===== src/rtl/operand_fetch_unit.sv =====
// Operand fetch front end for the threaded register file.
// Valid/ready semantics (both interfaces): a transfer happens on a rising edge
// where valid and ready are both high; ready never depends on valid. out_op_*
// hold stable while out_op_valid is high and in_op_ready is low, apart from
// snooped writes, which keep operands equal to the architectural register state.
// Each request issues two reads on the 1-cycle-latency port (rs1 then rs2).
// Writes seen on the snoop port are forwarded when they coincide with or follow
// the read of the matching register.
module operand_fetch_unit #(
  parameter int DATA_WIDTH        = 64,
  parameter int REG_INDEX_BITS    = 5,
  parameter int THREAD_INDEX_BITS = 3
) (
  input  logic                                      clk,
  input  logic                                      rst_n,
  input  logic                                      in_req_valid,
  output logic                                      out_req_ready,
  input  logic [THREAD_INDEX_BITS-1:0]              in_req_tid,
  input  logic [REG_INDEX_BITS-1:0]                 in_req_rs1,
  input  logic [REG_INDEX_BITS-1:0]                 in_req_rs2,
  output logic [THREAD_INDEX_BITS+REG_INDEX_BITS-1:0] out_rf_raddr,
  input  logic [DATA_WIDTH-1:0]                     in_rf_rdata,
  input  logic                                      in_wb_we,
  input  logic [THREAD_INDEX_BITS+REG_INDEX_BITS-1:0] in_wb_waddr,
  input  logic [DATA_WIDTH-1:0]                     in_wb_wdata,
  output logic                                      out_op_valid,
  input  logic                                      in_op_ready,
  output logic [DATA_WIDTH-1:0]                     out_op_a,
  output logic [DATA_WIDTH-1:0]                     out_op_b,
  output logic [THREAD_INDEX_BITS-1:0]              out_op_tid,
  output logic [2:0]                                dbg_state
);

  localparam int AW = THREAD_INDEX_BITS + REG_INDEX_BITS;

  typedef enum logic [2:0] {
    IDLE    = 3'd0,
    ISSUE_A = 3'd1,
    ISSUE_B = 3'd2,
    CAP_B   = 3'd3,
    DONE    = 3'd4
  } state_t;

  state_t                         state_q;
  state_t                         state_d;
  logic [THREAD_INDEX_BITS-1:0]   tid_q;
  logic [REG_INDEX_BITS-1:0]      rs1_q;
  logic [REG_INDEX_BITS-1:0]      rs2_q;
  logic                           fwd_a;
  logic                           fwd_b;
  logic [DATA_WIDTH-1:0]          fwd_a_val;
  logic [DATA_WIDTH-1:0]          fwd_b_val;
  logic [AW-1:0]                  addr_a;
  logic [AW-1:0]                  addr_b;
  logic                           match_a;
  logic                           match_b;
  logic                           accept;

  assign addr_a  = {tid_q, rs1_q};
  assign addr_b  = {tid_q, rs2_q};
  // Full {tid,reg} compare: other threads never match, register 0 is ordinary.
  assign match_a = in_wb_we && (in_wb_waddr == addr_a);
  assign match_b = in_wb_we && (in_wb_waddr == addr_b);

  assign out_req_ready = (state_q == IDLE) || ((state_q == DONE) && in_op_ready);
  assign accept        = in_req_valid && out_req_ready;
  assign out_op_valid  = (state_q == DONE);
  assign dbg_state     = state_q;

  // State register.
  always_ff @(posedge clk or negedge rst_n) begin
    if (!rst_n) state_q <= IDLE;
    else        state_q <= state_d;
  end

  // Next-state logic: fixed four-cycle walk, DONE waits for the consumer.
  always_comb begin
    state_d = state_q;
    case (state_q)
      IDLE:    if (accept) state_d = ISSUE_A;
      ISSUE_A: state_d = ISSUE_B;
      ISSUE_B: state_d = CAP_B;
      CAP_B:   state_d = DONE;
      DONE:    if (in_op_ready) state_d = accept ? ISSUE_A : IDLE;
      default: state_d = IDLE;
    endcase
  end

  // Request latch and read-address sequencing (rs1 on accept, rs2 in ISSUE_A).
  always_ff @(posedge clk or negedge rst_n) begin
    if (!rst_n) begin
      tid_q        <= '0;
      rs1_q        <= '0;
      rs2_q        <= '0;
      out_rf_raddr <= '0;
    end else if (accept) begin
      tid_q        <= in_req_tid;
      rs1_q        <= in_req_rs1;
      rs2_q        <= in_req_rs2;
      out_rf_raddr <= {in_req_tid, in_req_rs1};
    end else if (state_q == ISSUE_A) begin
      out_rf_raddr <= addr_b;
    end
  end

  // Forward flags: catch a write landing on the same edge the register file
  // samples our address, since the port then returns the old value.
  always_ff @(posedge clk or negedge rst_n) begin
    if (!rst_n) begin
      fwd_a     <= 1'b0;
      fwd_b     <= 1'b0;
      fwd_a_val <= '0;
      fwd_b_val <= '0;
    end else if (accept) begin
      fwd_a <= 1'b0;
      fwd_b <= 1'b0;
    end else if ((state_q == ISSUE_A) && match_a) begin
      fwd_a     <= 1'b1;
      fwd_a_val <= in_wb_wdata;
    end else if ((state_q == ISSUE_B) && match_b) begin
      fwd_b     <= 1'b1;
      fwd_b_val <= in_wb_wdata;
    end
  end

  // Operand capture and tracking: newest write beats forwarded value beats RF data.
  always_ff @(posedge clk or negedge rst_n) begin
    if (!rst_n) begin
      out_op_a   <= '0;
      out_op_b   <= '0;
      out_op_tid <= '0;
    end else begin
      case (state_q)
        ISSUE_B: begin
          out_op_a <= match_a ? in_wb_wdata : (fwd_a ? fwd_a_val : in_rf_rdata);
        end
        CAP_B: begin
          out_op_b   <= match_b ? in_wb_wdata : (fwd_b ? fwd_b_val : in_rf_rdata);
          if (match_a) out_op_a <= in_wb_wdata;
          out_op_tid <= tid_q;
        end
        DONE: begin
          // Values presented in the handshake cycle are final.
          if (!in_op_ready) begin
            if (match_a) out_op_a <= in_wb_wdata;
            if (match_b) out_op_b <= in_wb_wdata;
          end
        end
        default: ;
      endcase
    end
  end

endmodule


===== config.mk =====
export PLATFORM = sky130hd
export DESIGN_NAME = operand_fetch_unit
export DESIGN_NICKNAME = d
export VERILOG_FILES = /design/src/rtl/operand_fetch_unit.sv
export SDC_FILE = /design/constraint.sdc
export NUM_CORES = 1
export LEC_CHECK = 0
export ABC_AREA = 1
export CAP_MARGIN = 20
export CORE_MARGIN = 1
export CORE_UTILIZATION = 47
export DETAILED_ROUTE_END_ITERATION = 8
export HOLD_SLACK_MARGIN = 0.03
export PLACE_DENSITY = 0.74
export SLEW_MARGIN = 30
export SYNTH_ARGS = -nofsm -noshare
export SYNTH_HDL_FRONTEND = slang
export SYNTH_SLANG_ARGS = --single-unit

===== constraint.sdc =====
create_clock -name clk -period 1.5 [get_ports clk]
set_input_delay 0.225 -clock clk [delete_from_list [all_inputs] [get_ports clk]]
set_output_delay 0.225 -clock clk [all_outputs]
set_load 0.01 [all_outputs]

==> impl_results.md, run 1 <==
- Setup_tns: -80700 ps
- Clock Sinks: around 290
- Vias in the first global route: 13661
- Met2 Usage GRT: 0.4963
- Die width: ~170 um
- Initial antenna violation count: 1
- Final cell count without fillers: 2511
- Drt pass-1 iters: 6
- Initial Util: 0.4816
- Synth warnings: 0
- Syn Nets: ~1900
- Cell area power density: 1820 nW/um^2
- Total power: around 38 mW
- ANT nets after route: 0
- Post-DP HPWL: about 29000 um
- Clk root buf: clkbuf_16
- Hold Slack: around 120 ps
- Layout Cell Area excl Fill: 20780 sq um
- Final Hold Vio Count: 0
- Pin count of the biggest net entering global routing: 53
- Lkg Pwr: 9.893 nW
- Worst path arrival time: about 2300 ps
- Status: finished with violations
- Met1 usage: 0.4110
- Detailed Route WL: around 52000 um
- Most frequent cells in the layout: 488 x nand2_1, 283 x dfrtp_1, 245 x clkdlybuf4s50_1
- Die ar.: just over 30000 sq um
- GRT met3 Usage: 0.06234
- Number of vias per cell: 5.674
- Placed Instance Area: approximately 18000 sq um
- Tot GR Track Use: 0.3072
- Detailed Route Iter0 Violations: 1679
- Number of synthesized register bits: roughly 290
- Critical path launch point type: flip-flop
- Detailed-route DRC error count: 0
- IO Pins: 298
- Worst IR drop on VDD: roughly 1100 uV
- Avg Cell Area, Syn: ~8 sq um
- WL per Instance: just over 20 um
- Overflow after GRT: 0
- Relative slew margins: 0.7179
- Clock Latency Late Sink: 570 ps
- Number of nets in the layout: 2258
- Dpl cells: about 2400
- Least-Margin Pin Slew: 423.1 ps
- Num rows: between 60 and 70
- Layout cells sized above 1: 0.1623
- CTS tree: built
- HP Class: in -> async
- Maximum clock insertion buffer count: 3
- Routed via count: between 10000 and 15000
- Critical path class: reg -> reg
- Worst-path clk slew: 60 ps
- P&R area growth vs syn: 49.56%
- Distinct cells, synth: 29
- # port buffers: 297
- Die H: 174.0 um
- Final worst slack: -332.7 ps
- Placer Congestion: approximately 0.85
- First-pass GRT wire length: 73730 um
- Cell area after synthesis: roughly 14000 sq um
- RSZ-0062 raised after global routing: yes
- H-tree depth: 1
- CP required: between 1500 and 2000 ps
- Most Used Layer, Global Route: met2
- Slew Limit Fails: 0
- Max Cap Viol: 0
- Worst Reg-to-Reg Cells: 9
- Clock skew: between 15 and 20 ps
- Post-synthesis sequential area ratio: 0.5132
- Num CTS Buffers: 30
- Post-Synthesis Cells: between 1500 and 2000
- Violated checks: negative setup slack
- Core area: roughly 29000 sq um
- Max Clk Rate: around 0.55 GHz
- Type of destination of the critical path: flip-flop
- Most common cell after layout, fill and taps aside: nand2_1
- CP max FO: 16
- Final Setup Violations: between 300 and 400
- Final Cycle Share: 1.222
- Final Critical Period: between 1500 and 2000 ps
## report_power, final
part           switching, mW  internal [mW]  leakage [nW]  total (mW)
Clock                   3.17           4.54         0.496        7.71
Sequential              1.59           10.2          3.71        11.8
Combinational           9.88           8.49          5.69        18.4
Total                   14.6           23.2          9.89        37.8
## state kept, by name, summed over array words and instances, names as in the netlist
register,cells
dbg_state,3
tid_q,3
fwd_b_val,64
out_op_b,64
out_op_a,64
out_op_tid,3
out_rf_raddr,8
fwd_a,1
rs1_q,5
fwd_a_val,64
rs2_q,5
fwd_b,1
## final cells by class
class	count	area [sq um]
diodes	1	2.502
fillers	2141	8073
inverters	128	490.5
clock buffers	42	867.1
flip-flops and latches	285	7139
repair buffers	448	5301
multi-input cells	1211	6356
clock inverters	12	147.6
well taps	384	480.5
## Yosys cell counts
cell	instances	share of area
a21oi_1	37	0.013
a21oi_2	1	0.00063
a31oi_1	5	0.0023
buf_1	7	0.0019
buf_2	63	0.023
buf_4	9	0.0049
buf_6	1	0.00081
clkbuf_1	39	0.011
dfrtp_1	285	0.51
inv_1	123	0.033
inv_2	5	0.0014
mux2_2	3	0.0024
mux2i_1	61	0.044
nand2_1	538	0.15
nand2_2	7	0.0032
nand2_4	3	0.0024
nand3_1	260	0.094
nand3_2	3	0.0022
nand3b_1	1	0.00054
nand4_1	1	0.00045
nor2_1	76	0.021
nor2_2	1	0.00045
nor2_4	1	0.00081
nor2_8	2	0.0029
nor3_1	1	0.00036
o21ai_0	146	0.053
o21ai_1	59	0.021
or2_2	1	0.00045
xnor2_1	3	0.0019
## cells by family (layout without fill, tap and decap cells)
group,Yosys count,count (layout),synth area share
compound gates,248,248,0.09003
xor+xnor,3,3,0.001891
buf+inv,247,630,0.07536
flops,285,285,0.5132
mux,64,64,0.04637
other cells,0,1,0
simple gates,895,896,0.2732
## per-layer routing
metal,up-vias,share of wire
met5,-,0
met4,0,0.044
met3,166,0.11
met2,891,0.45
met1,6808,0.39
li1,6382,-
## metrics by stage
stage | worst slack [ps] | utilization
6_report | -332.7 | 0.7203
5_1_grt | -407.9 | 0.7202
4_1_cts | -258.7 | 0.6773
3_5_place_dp | -752.0 | 0.6224
3_3_place_gp | -709.7 | 0.6224
2_1_floorplan | -26.98 | -
## final timing paths
check,startpoint,to,slack (ps)
max,tid_q[2],fwd_a_val[47],-330
max in group asynchronous,rst_n,out_op_a[16],630
min,rst_n,fwd_b_val[46],120
min reg2reg,out_op_a[16],out_op_a[16],480
max reg2reg,tid_q[2],fwd_a_val[47],-330
min in group clk,in_req_rs2[1],rs2_q[1],210
## worst max-delay path: stages (launching register included)
cell     delay, ps
dfrtp_1        400
xnor2_2        150
nand2_2         90
buf_4          160
nor2_8         140
buf_6          140
nand3_4        110
buf_12         180
buf_16         160
o21ai_0        200
## timing repair
item	4_1_cts	5_1_grt
gates resized for setup	153	186
setup buffers	24	7
endpoints found under the setup margin	403	399
cloned	9	26
hold buffers	1	0
pin swaps	15	27
hold endpoints to repair	242	0
No activity file was read; power rests on OpenSTA's default activity.
==> inputs of run 2 (changes only) <==
- HOLD_SLACK_MARGIN: 0.03 -> 0.08
==> results of run 2 <==
Same layout as run 1: the final DEF is identical, and so are final timing and power.
